==> config.mk <==
export PLATFORM = sky130hd
export DESIGN_NAME = uart_tx_arbiter_flat
export DESIGN_NICKNAME = d
export VERILOG_FILES = /design/src/rtl/uart_tx_arbiter_if.sv /design/src/rtl/uart_tx_arbiter.sv /design/src/flat_wrapper.sv
export SDC_FILE = /design/constraint.sdc
export NUM_CORES = 1
export LEC_CHECK = 0
export ABC_AREA = 1
export CORE_MARGIN = 3
export CORE_UTILIZATION = 35
export DETAILED_ROUTE_END_ITERATION = 7
export SKIP_LAST_GASP = 1
export SLEW_MARGIN = 20
export SYNTH_ARGS = -nofsm -noshare
export SYNTH_HDL_FRONTEND = slang
export SYNTH_SLANG_ARGS = --single-unit
export TNS_END_PERCENT = 100
==> constraint.sdc <==
create_clock -name clk -period 2.8 [get_ports clk]
set_input_delay 0.56 -clock clk [delete_from_list [all_inputs] [get_ports clk]]
set_output_delay 0.56 -clock clk [all_outputs]
set_load 0.05 [all_outputs]
==> src/rtl/uart_tx_arbiter_if.sv <==
// rtl/uart_tx_arbiter_if.sv - requester and uart_tx handshake bundle for uart_tx_arbiter
interface uart_tx_arbiter_if #(
    parameter int NUM_CH         = 4,
    parameter int DATA_BIT_COUNT = 8
);
    logic [NUM_CH-1:0]                req_valid;
    logic [NUM_CH*DATA_BIT_COUNT-1:0] req_data;
    logic [NUM_CH-1:0]                req_ready;
    logic [DATA_BIT_COUNT-1:0]        tx_data;
    logic                             tx_data_ready;
    logic                             tx_done;

    // master is the arbiter side, slave is the sources plus the serializer
    modport master (
        input  req_valid, req_data, tx_done,
        output req_ready, tx_data, tx_data_ready
    );
    modport slave (
        output req_valid, req_data, tx_done,
        input  req_ready, tx_data, tx_data_ready
    );
endinterface

==> src/rtl/uart_tx_arbiter.sv <==
// rtl/uart_tx_arbiter.sv - round-robin byte arbiter feeding one uart_tx, with channel tag bytes
module uart_tx_arbiter #(
    parameter int NUM_CH         = 4,
    parameter int DATA_BIT_COUNT = 8,
    parameter int MAX_BURST      = 16,
    parameter int TAG_EN         = 1,
    parameter int TAG_BASE       = 'h30
) (
    input  logic                      clk,
    input  logic                      rst_n,
    uart_tx_arbiter_if.master         bus,
    output logic [$clog2(NUM_CH)-1:0] grant_id,
    output logic                      busy
);
    localparam int CH_W = $clog2(NUM_CH);
    localparam int DW   = DATA_BIT_COUNT;
    localparam int BW   = $clog2(MAX_BURST + 1);
    localparam logic [BW-1:0] BURST_MAX = BW'(MAX_BURST);

    typedef enum logic [1:0] {
        S_IDLE,
        S_ISSUE,
        S_WAIT_ACC,
        S_WAIT_DONE
    } state_t;

    state_t         state;
    logic [CH_W-1:0] last_owner;
    logic [CH_W-1:0] tagged_ch;
    logic [BW-1:0]  burst_cnt;
    logic           tag_valid;
    logic           tag_pending;

    logic            scan_hit;
    logic [CH_W-1:0] scan_sel;
    logic [CH_W-1:0] cand;
    logic            take;
    logic            start_tag;
    logic            new_grant;
    logic [CH_W-1:0] take_ch;
    logic [DW-1:0]   payload;
    logic [DW-1:0]   tag_byte;

    // Scan from the farthest candidate down so the nearest valid channel after last_owner wins.
    always_comb begin
        scan_hit = 1'b0;
        scan_sel = last_owner;
        cand     = last_owner;
        for (int k = NUM_CH; k >= 1; k--) begin
            cand = CH_W'((int'(last_owner) + k) % NUM_CH);
            if (bus.req_valid[cand]) begin
                scan_hit = 1'b1;
                scan_sel = cand;
            end
        end
    end

    // The decision is held off during reset so req_ready cannot leak a pop while rst_n is low.
    always_comb begin
        take      = 1'b0;
        start_tag = 1'b0;
        new_grant = 1'b0;
        take_ch   = grant_id;
        if (rst_n && state == S_IDLE && bus.tx_done) begin
            if (tag_pending) begin
                take = bus.req_valid[grant_id];
            end else if (bus.req_valid[last_owner] && burst_cnt != '0 && burst_cnt < BURST_MAX) begin
                take    = 1'b1;
                take_ch = last_owner;
            end else if (scan_hit) begin
                new_grant = 1'b1;
                take_ch   = scan_sel;
                if (TAG_EN != 0 && (!tag_valid || scan_sel != tagged_ch)) begin
                    start_tag = 1'b1;
                end else begin
                    take = 1'b1;
                end
            end
        end
    end

    always_comb begin
        bus.req_ready = '0;
        if (take) begin
            bus.req_ready[take_ch] = 1'b1;
        end
        payload  = bus.req_data[int'(take_ch)*DATA_BIT_COUNT +: DATA_BIT_COUNT];
        tag_byte = DW'(TAG_BASE + int'(take_ch));
    end

    always_ff @(posedge clk) begin
        if (!rst_n) begin
            state             <= S_IDLE;
            bus.tx_data       <= '0;
            bus.tx_data_ready <= 1'b0;
            grant_id          <= '0;
            busy              <= 1'b0;
            last_owner        <= CH_W'(NUM_CH - 1);
            tagged_ch         <= '0;
            burst_cnt         <= '0;
            tag_valid         <= 1'b0;
            tag_pending       <= 1'b0;
        end else begin
            bus.tx_data_ready <= 1'b0;
            case (state)
                S_IDLE: begin
                    if (take || start_tag) begin
                        state             <= S_ISSUE;
                        busy              <= 1'b1;
                        bus.tx_data_ready <= 1'b1;
                        if (new_grant) begin
                            grant_id   <= take_ch;
                            last_owner <= take_ch;
                        end
                        if (start_tag) begin
                            bus.tx_data <= tag_byte;
                            tagged_ch   <= take_ch;
                            tag_valid   <= 1'b1;
                            tag_pending <= 1'b1;
                        end else begin
                            bus.tx_data <= payload;
                            tag_pending <= 1'b0;
                            if (new_grant || tag_pending) begin
                                burst_cnt <= BW'(1);
                            end else if (burst_cnt < BURST_MAX) begin
                                burst_cnt <= burst_cnt + 1'b1;
                            end
                        end
                    end
                end
                S_ISSUE: begin
                    state <= S_WAIT_ACC;
                end
                S_WAIT_ACC: begin
                    if (!bus.tx_done) begin
                        state <= S_WAIT_DONE;
                    end
                end
                S_WAIT_DONE: begin
                    if (bus.tx_done) begin
                        state <= S_IDLE;
                        busy  <= 1'b0;
                    end
                end
                default: begin
                    state <= S_IDLE;
                    busy  <= 1'b0;
                end
            endcase
        end
    end
endmodule

==> src/flat_wrapper.sv <==
// flat-port wrapper written by rule: the top's interface ports become plain ports
module uart_tx_arbiter_flat 
#(
    parameter int NUM_CH         = 4,
    parameter int DATA_BIT_COUNT = 8,
    parameter int MAX_BURST      = 16,
    parameter int TAG_EN         = 1,
    parameter int TAG_BASE       = 'h30
)
  (clk, rst_n, grant_id, busy, bus_req_valid, bus_req_data, bus_tx_done, bus_req_ready, bus_tx_data, bus_tx_data_ready);
  uart_tx_arbiter_if #(.NUM_CH(NUM_CH), .DATA_BIT_COUNT(DATA_BIT_COUNT)) bus_i ();
  input  logic clk;
  input  logic rst_n;
  output logic [$clog2(NUM_CH)-1:0] grant_id;
  output logic busy;
  input wire logic [$bits(bus_i.req_valid)-1:0] bus_req_valid;
  input wire logic [$bits(bus_i.req_data)-1:0] bus_req_data;
  input wire logic [$bits(bus_i.tx_done)-1:0] bus_tx_done;
  output wire logic [$bits(bus_i.req_ready)-1:0] bus_req_ready;
  output wire logic [$bits(bus_i.tx_data)-1:0] bus_tx_data;
  output wire logic [$bits(bus_i.tx_data_ready)-1:0] bus_tx_data_ready;
  assign bus_i.req_valid = bus_req_valid;
  assign bus_i.req_data = bus_req_data;
  assign bus_i.tx_done = bus_tx_done;
  assign bus_req_ready = bus_i.req_ready;
  assign bus_tx_data = bus_i.tx_data;
  assign bus_tx_data_ready = bus_i.tx_data_ready;
  uart_tx_arbiter #(.NUM_CH(NUM_CH), .DATA_BIT_COUNT(DATA_BIT_COUNT), .MAX_BURST(MAX_BURST), .TAG_EN(TAG_EN), .TAG_BASE(TAG_BASE)) u_core (.clk(clk), .rst_n(rst_n), .bus(bus_i), .grant_id(grant_id), .busy(busy));
endmodule
==> results of run 1 <==
-- metal layers --
metal | up-vias | track usage (%)
met1 | 963 | 23.0
li1 | 1139 | -
met3 | 2 | 3.48
met5 | - | 0
met2 | 31 | 28.8
met4 | 0 | 2.53
-- area by class of cell --
cell class              instances  area [um2]
clock buffers                   4        45.0
fillers                       544        2280
inverters                      36         149
multi-input cells             233        1350
flip-flops and latches         25         508
well taps                      70        87.6
repair buffers                 90         820
-- stage by stage --
| step | instance area [um2] | setup WS (ns) | hold slack [ns] | util, % |
|---|---|---|---|---|
| after floorplan | 1950 | -0.427 | 0.433 | - |
| after detailed placement | 2710 | -0.274 | 0.464 | 51.6 |
| after CTS | 2840 | 0.00562 | 0.480 | 54.2 |
| after global placement | 2710 | -0.284 | 0.460 | 51.6 |
| after global routing | 2960 | -0.0986 | 0.505 | 56.4 |
| final | 2960 | 0.0541 | 0.475 | 56.4 |
-- sequential cells by signal (all words and copies together) (netlist names) --
register	cells
u_core.burst_cnt	5
u_core.bus.tx_data	8
u_core.bus.tx_data_ready	1
u_core.busy	1
u_core.grant_id	2
u_core.last_owner	2
u_core.state	2
u_core.tag_pending	1
u_core.tag_valid	1
u_core.tagged_ch	2
-- timing repair --
action,in CTS,in global routing
setup buffers,5,5
gates resized for setup,24,40
hold buffers,0,0
pin swaps,9,12
setup endpoints to repair,4,4
-- path summary, 6_finish.rpt --
path              slack [ns]                       end
hold / removal          0.47  u_core.busy$_SDFFE_PN0P_
setup / recovery        0.05          bus_req_ready[1]
setup reg to reg        0.43  u_core.busy$_SDFFE_PN0P_
hold reg to reg         0.47  u_core.busy$_SDFFE_PN0P_
-- power by group through the flow --
stage	registers, mW	logic, mW	clock network (mW)
3_5_place_dp	0.469	1.04	0
3_3_place_gp	0.470	1.04	0
6_report	0.472	1.17	0.222
5_1_grt	0.480	1.30	0.242
2_1_floorplan	0.556	0.642	0
4_1_cts	0.464	1.09	0.227
-- cell families (layout without fill, tap and decap cells) --
group	count (synthesis)	count (layout)
adder cells (fa/ha/maj)	6	6
buffers and inverters	48	130
AO/OA/AOI/OAI	34	34
XOR/XNOR	1	1
flip-flops	25	25
AND/OR/NAND/NOR	192	192
-- layout by cell type, fill, tap and decap left out, types with 2 or more instances in the layout --
| master | synthesis | routed |
|---|---|---|
| nand2_1 | 108 | 92 |
| nand2_4 | 2 | 7 |
| a21oi_2 | 2 | 2 |
| o21ai_0 | 8 | 7 |
| o211ai_1 | 2 | 2 |
| dlygate4sd2_1 | 0 | 2 |
| nor2_4 | 2 | 2 |
| buf_12 | 0 | 3 |
| clkbuf_2 | 0 | 4 |
| a21oi_1 | 16 | 16 |
| inv_1 | 29 | 22 |
| nand3_1 | 32 | 28 |
| nand4_1 | 3 | 3 |
| nor3_2 | 3 | 2 |
| nor2_2 | 3 | 4 |
| ha_1 | 6 | 5 |
| nand3_2 | 5 | 9 |
| nor3_4 | 0 | 3 |
| buf_4 | 3 | 36 |
| dfxtp_2 | 0 | 3 |
| clkdlybuf4s50_1 | 0 | 44 |
| nor2_1 | 14 | 13 |
| inv_2 | 6 | 11 |
| nand2_2 | 13 | 24 |
| nor3_1 | 4 | 2 |
| dfxtp_1 | 25 | 21 |
| clkbuf_8 | 0 | 3 |
| nand3_4 | 2 | 2 |
| o21ai_1 | 3 | 3 |
-- synth_stat cells (2+ instances only) --
cell type	instances	area, um2
nand2_1	108	405
nor2_2	3	18.8
nor3_2	3	30.0
o21ai_1	3	15.0
nand4_1	3	18.8
inv_1	29	109
buf_4	3	22.5
nand2_4	2	22.5
a21oi_2	2	17.5
nor2_4	2	22.5
ha_1	6	75.1
nand3_4	2	35.0
buf_6	4	45.0
nor3_1	4	20.0
nand2_2	13	81.3
o211ai_1	2	15.0
nand3_2	5	50.1
nand3_1	32	160
o21ai_0	8	40.0
clkbuf_1	3	11.3
dfxtp_1	25	500
inv_2	6	22.5
nor2_1	14	52.6
a21oi_1	16	80.1
-- worst max-delay path, delay by kind of cell, from the launching register on --
kind | cells | cell delay [ns]
simple gates | 8 | 0.86
flops | 1 | 0.45
buf+inv | 4 | 0.46
compound gates | 1 | 0.14
==> impl_metrics.toml, run 1 <==
[logic_synthesis]
synth_area_um2 = 1950
synth_async_sr_flop_share_pct = 0
synth_top_family_by_area = "simple AND/OR/NAND/NOR gates"
ys.flop_type = "dfxtp_1"
muxShareOfSynthArea_pct = 0
postSynthCellCount = 306
ys_seq_area_share_pct = 25.6
synth_cell_types = 32
syn-num-nets = 351
synth_edf_count = 0
synthSimpleGateAreaFrac_pct = 47.6
synth-compound-area-share_pct = 10.2
yosys_warnings = 0
synth-xor-area-share_pct = 0.448
syn_area_per_cell_um2 = 6.38
synth_seq_cells = 25
synth_fa_ha_area_share_pct = 3.84

[critical_path]
required_ns = 2.24
critPathLaunchType = "register"
r2r_cells = 19
cp_max_fo = 8
path_class = "register to output port"
crit_start = "u_core.last_owner[0]$_SDFFE_PN1P_"
path_cells = "inv_8 > nand2_2 > nand2_4 > nor2_2 > nand3_2 > o21ai_1 > inv_1 > nand2_2 > nand3_4 > nand2_4 > clkinvlp_4 > nor3_4 > buf_6"
reg2reg_from = "u_core.last_owner[0]$_SDFFE_PN1P_"
crit_path_top_delay_cell = "dfxtp_4"
cpPeakStageDelay_ns = 0.45
arrival_ns = 2.19
end_kind = "output port"

[place]
portBuffers = 54
gp_congestion = 0.769
dp.cells = 444
hpwl_um = 4180

[timing]
rsz0062_at_grt = "true"
period_share_pct = 98.1
finalMaxSlewViolations = 0
fin_crit_ns = 2.75
setup_viol = 0
max_freq_mhz = 364
fin_skew_ns = 0.00550
hold_viol_final = 0
fin_tns_setup_ns = 0
slew_headroom_pct = 64.2
worstMarginPinSlew_ns = 0.535

[clocking]
cts_buffer_depth = 2
clk_latency_ns = 0.27
clkSinkCount = 25
h-tree-depth = 1
clock-root-buffer = "clkbuf_8"
cts_buffers = 3
cts_tree = "done"
clk_pin_slew_ns = 0.09

[grt]
grt_pass1_wl_um = 8900
grt_antenna_before_repair = 0
grt_overflow_total = 0
grt_max_degree = 17
grt_usage_pct = 17.1
grt_pass1_vias = 1981

[detailed_routing]
wl_met3_um = 218
drc = 0
wl_per_cell_um = 12.0
wl_met1_um = 2690
drt_iter0_markers = 64
vias_per_cell = 4.66
num_vias = 2135
ant_nets = 0
wl_met2_um = 2560
highest_layer = "met4"
wl_um = 5480
first_pass_iters = 4

[run]
max_cap_viol_count = 0

[final_layout]
finalNonFillerCells = 458
syn2layout_area_growth_pct = 51.3
n_antenna_cell = 0
fin_nets = 434
drive_gt1_share_pct = 32.2

[power]
clkPwrFrac_pct = 11.9
pwr-share-seq_pct = 25.3
total_power_mw = 1.86
p_per_area_nw_per_um2 = 631
ir_worst_vdd_v = 0.000466
p_switching_mw = 0.853
p_int_mw = 1.01
p_sw_share_pct = 45.8
leakage_nw = 1.39
combinationalPowerShare_pct = 62.8

[floorplan]
initial_core_util_pct = 37.3
core_area_um2 = 5240
die_area_um2 = 6510
die_h_um = 80.7
io_pins = 55
num_rows = 26
die_w_um = 80.7

[status]
outcome = "finished, final reports clean"

[worst_hold_path]
min_path_cells = 2
min_path_type = "register to register"
min-delay-start = "u_core.busy$_SDFFE_PN0P_"
Power figures use the tool's default switching activity.
==> run 2, diff against run 1 <==
==> constraint.sdc (replaced) <==
create_clock -name clk -period 2.8 [get_ports clk]
set_input_delay 0.56 -clock clk [delete_from_list [all_inputs] [get_ports clk]]
set_output_delay 0.56 -clock clk [all_outputs]
set_load 0.01 [all_outputs]
==> run 2 against run 1 <==
- sequential power is 2% lower
- flip-flop and latch count stayed put
- cell count is 1.1% lower
- total power is 6.0% lower
- count of clock-buffer cells in the layout stayed put
- sequential share of layout area is 0.14 points higher
- wire length is 2.8% higher
- clock power hardly changed
- worst setup slack better by 0.055 ns
- via count is 0.98% higher
- fmax is 2.0% higher
- die area stayed put
==> impl_metrics.toml, run 2 (synthesis results as in run 1) <==
[status]
outcome = "finished, final reports clean"

[floorplan]
initial_core_util_pct = 37.3
die_area_um2 = 6510
num_rows = 26
core_area_um2 = 5240
io_pins = 55
die_h_um = 80.7
die_w_um = 80.7

[timing]
setup_viol = 0
finalMaxSlewViolations = 0
fin_skew_ns = 0.00392
max_freq_mhz = 372
fin_crit_ns = 2.69
worstMarginPinSlew_ns = 0.333
slew_headroom_pct = 77.8
postLayoutSetupSlackWorst_ns = 0.109
whs_ns = 0.471
hold_viol_final = 0
fin_tns_setup_ns = 0
period_share_pct = 96.1

[critical_path]
cp_max_fo = 6
end_kind = "output port"
path_class = "primary input to output port"
path_cells = "clkdlybuf4s50_1 > inv_2 > nor3_2 > inv_2 > nor2_4 > buf_4 > nand3_4 > nand2_4 > inv_4 > nor3_4 > buf_2"
rrSetupSlack_ns = 0.38
crit_path_top_delay_cell = "clkdlybuf4s50_1"
arrival_ns = 2.13
r2r_cells = 18
cp_common_cell = "inv_2"
required_ns = 2.24
worstReg2RegEnd = "u_core.busy$_SDFFE_PN0P_"
cpPeakStageDelay_ns = 0.49
critPathLaunchType = "primary input"
reg2reg_from = "u_core.last_owner[1]$_SDFFE_PN1P_"

[worst_hold_path]
min_path_type = "register to register"
min_path_cells = 2
min-delay-start = "u_core.burst_cnt[4]$_SDFFE_PN0P_"
min_to = "u_core.burst_cnt[4]$_SDFFE_PN0P_"

[final_layout]
stdcell_area_um2 = 2910
fillCellCount = 523
fin_nets = 429
syn2layout_area_growth_pct = 48.9
drive_gt1_share_pct = 30.3
largest_reg_flops = 8
final_core_util_pct = 55.5
final_cell_mix = "nand2_1, clkdlybuf4s50_1, buf_4, nand3_1, nand2_2"
n_antenna_cell = 0
layout_top_registers = "u_core.bus.tx_data: 8 flops, u_core.burst_cnt: 5 flops"
mostFrequentLayoutCell = "nand2_1"
top_register = "u_core.bus.tx_data"
finalNonFillerCells = 453

[place]
gp_congestion = 0.851
dp.cells = 444
place_area_um2 = 2690
portBuffers = 54
hpwl_um = 4310
dp_slack_ns = -0.545

[clocking]
h-tree-depth = 1
cts_hold_buf = 0
clock-root-buffer = "clkbuf_8"
cts_buffer_depth = 2
clk_pin_slew_ns = 0.09
clk_latency_ns = 0.27
cts_buffers = 3
cts_tree = "done"
clkSinkCount = 25

[run]
max_cap_viol_count = 0

[power]
total_power_mw = 1.75
ir_worst_vdd_v = 0.000423
p_per_area_nw_per_um2 = 602
leakage_nw = 1.35

[detailed_routing]
drt_iter0_markers = 92
drc = 0
vias_per_cell = 4.76
wl_um = 5640
first_pass_iters = 4
ant_nets = 0
num_vias = 2156
wl_per_cell_um = 12.4

[grt]
grt_overflow_total = 0
grt_antenna_before_repair = 0
grt_pass1_vias = 1996
grt_max_degree = 17
grt_usage_pct = 18.2
grt_pass1_wl_um = 9400
## run 2: worst max path at each step
stage,start,to,cells after the start
2_1_floorplan,bus_req_valid[0],bus_req_ready[0],17
3_3_place_gp,bus_req_valid[3],bus_req_ready[0],11
3_5_place_dp,bus_req_valid[3],bus_req_ready[0],11
4_1_cts,rst_n,bus_req_ready[3],10
5_1_grt,rst_n,bus_req_ready[3],11
6_report,rst_n,bus_req_ready[3],11
## run 2: timing repair
| item | in CTS | in global routing |
|---|---|---|
| setup buffers | 3 | 2 |
| setup endpoints to repair | 4 | 4 |
| pin swaps | 8 | 15 |
| gates resized for setup | 36 | 41 |
## run 2: area by class of cell
class	instances	area, um2	area share, %
sequential	25	504	17.3
timing repair buffer	85	767	26.4
tap	70	87.6	3.01
inverter	36	150	5.16
clock buffer	4	45.0	1.55
multi-input combinational	233	1360	46.6
## run 2: report_power, final
group	switching (mW)	leakage, nW	total, mW	internal (mW)
Sequential	0.0444	0.203	0.462	0.418
Combinational	0.599	1.13	1.07	0.471
Clock	0.118	0.0228	0.220	0.102
## run 2: critical path, delay by kind of cell
kind	cells	cell delay (ns)
simple gates	5	0.62
buf+inv	6	0.95
## run 2: metal layers
layer	part of all wire, %	vias up	global-route usage [%]
met2	47	55	30.4
met1	47	975	25.0
met4	0.14	0	1.86
met5	0	-	0
li1	-	1124	-
met3	5.7	2	3.70
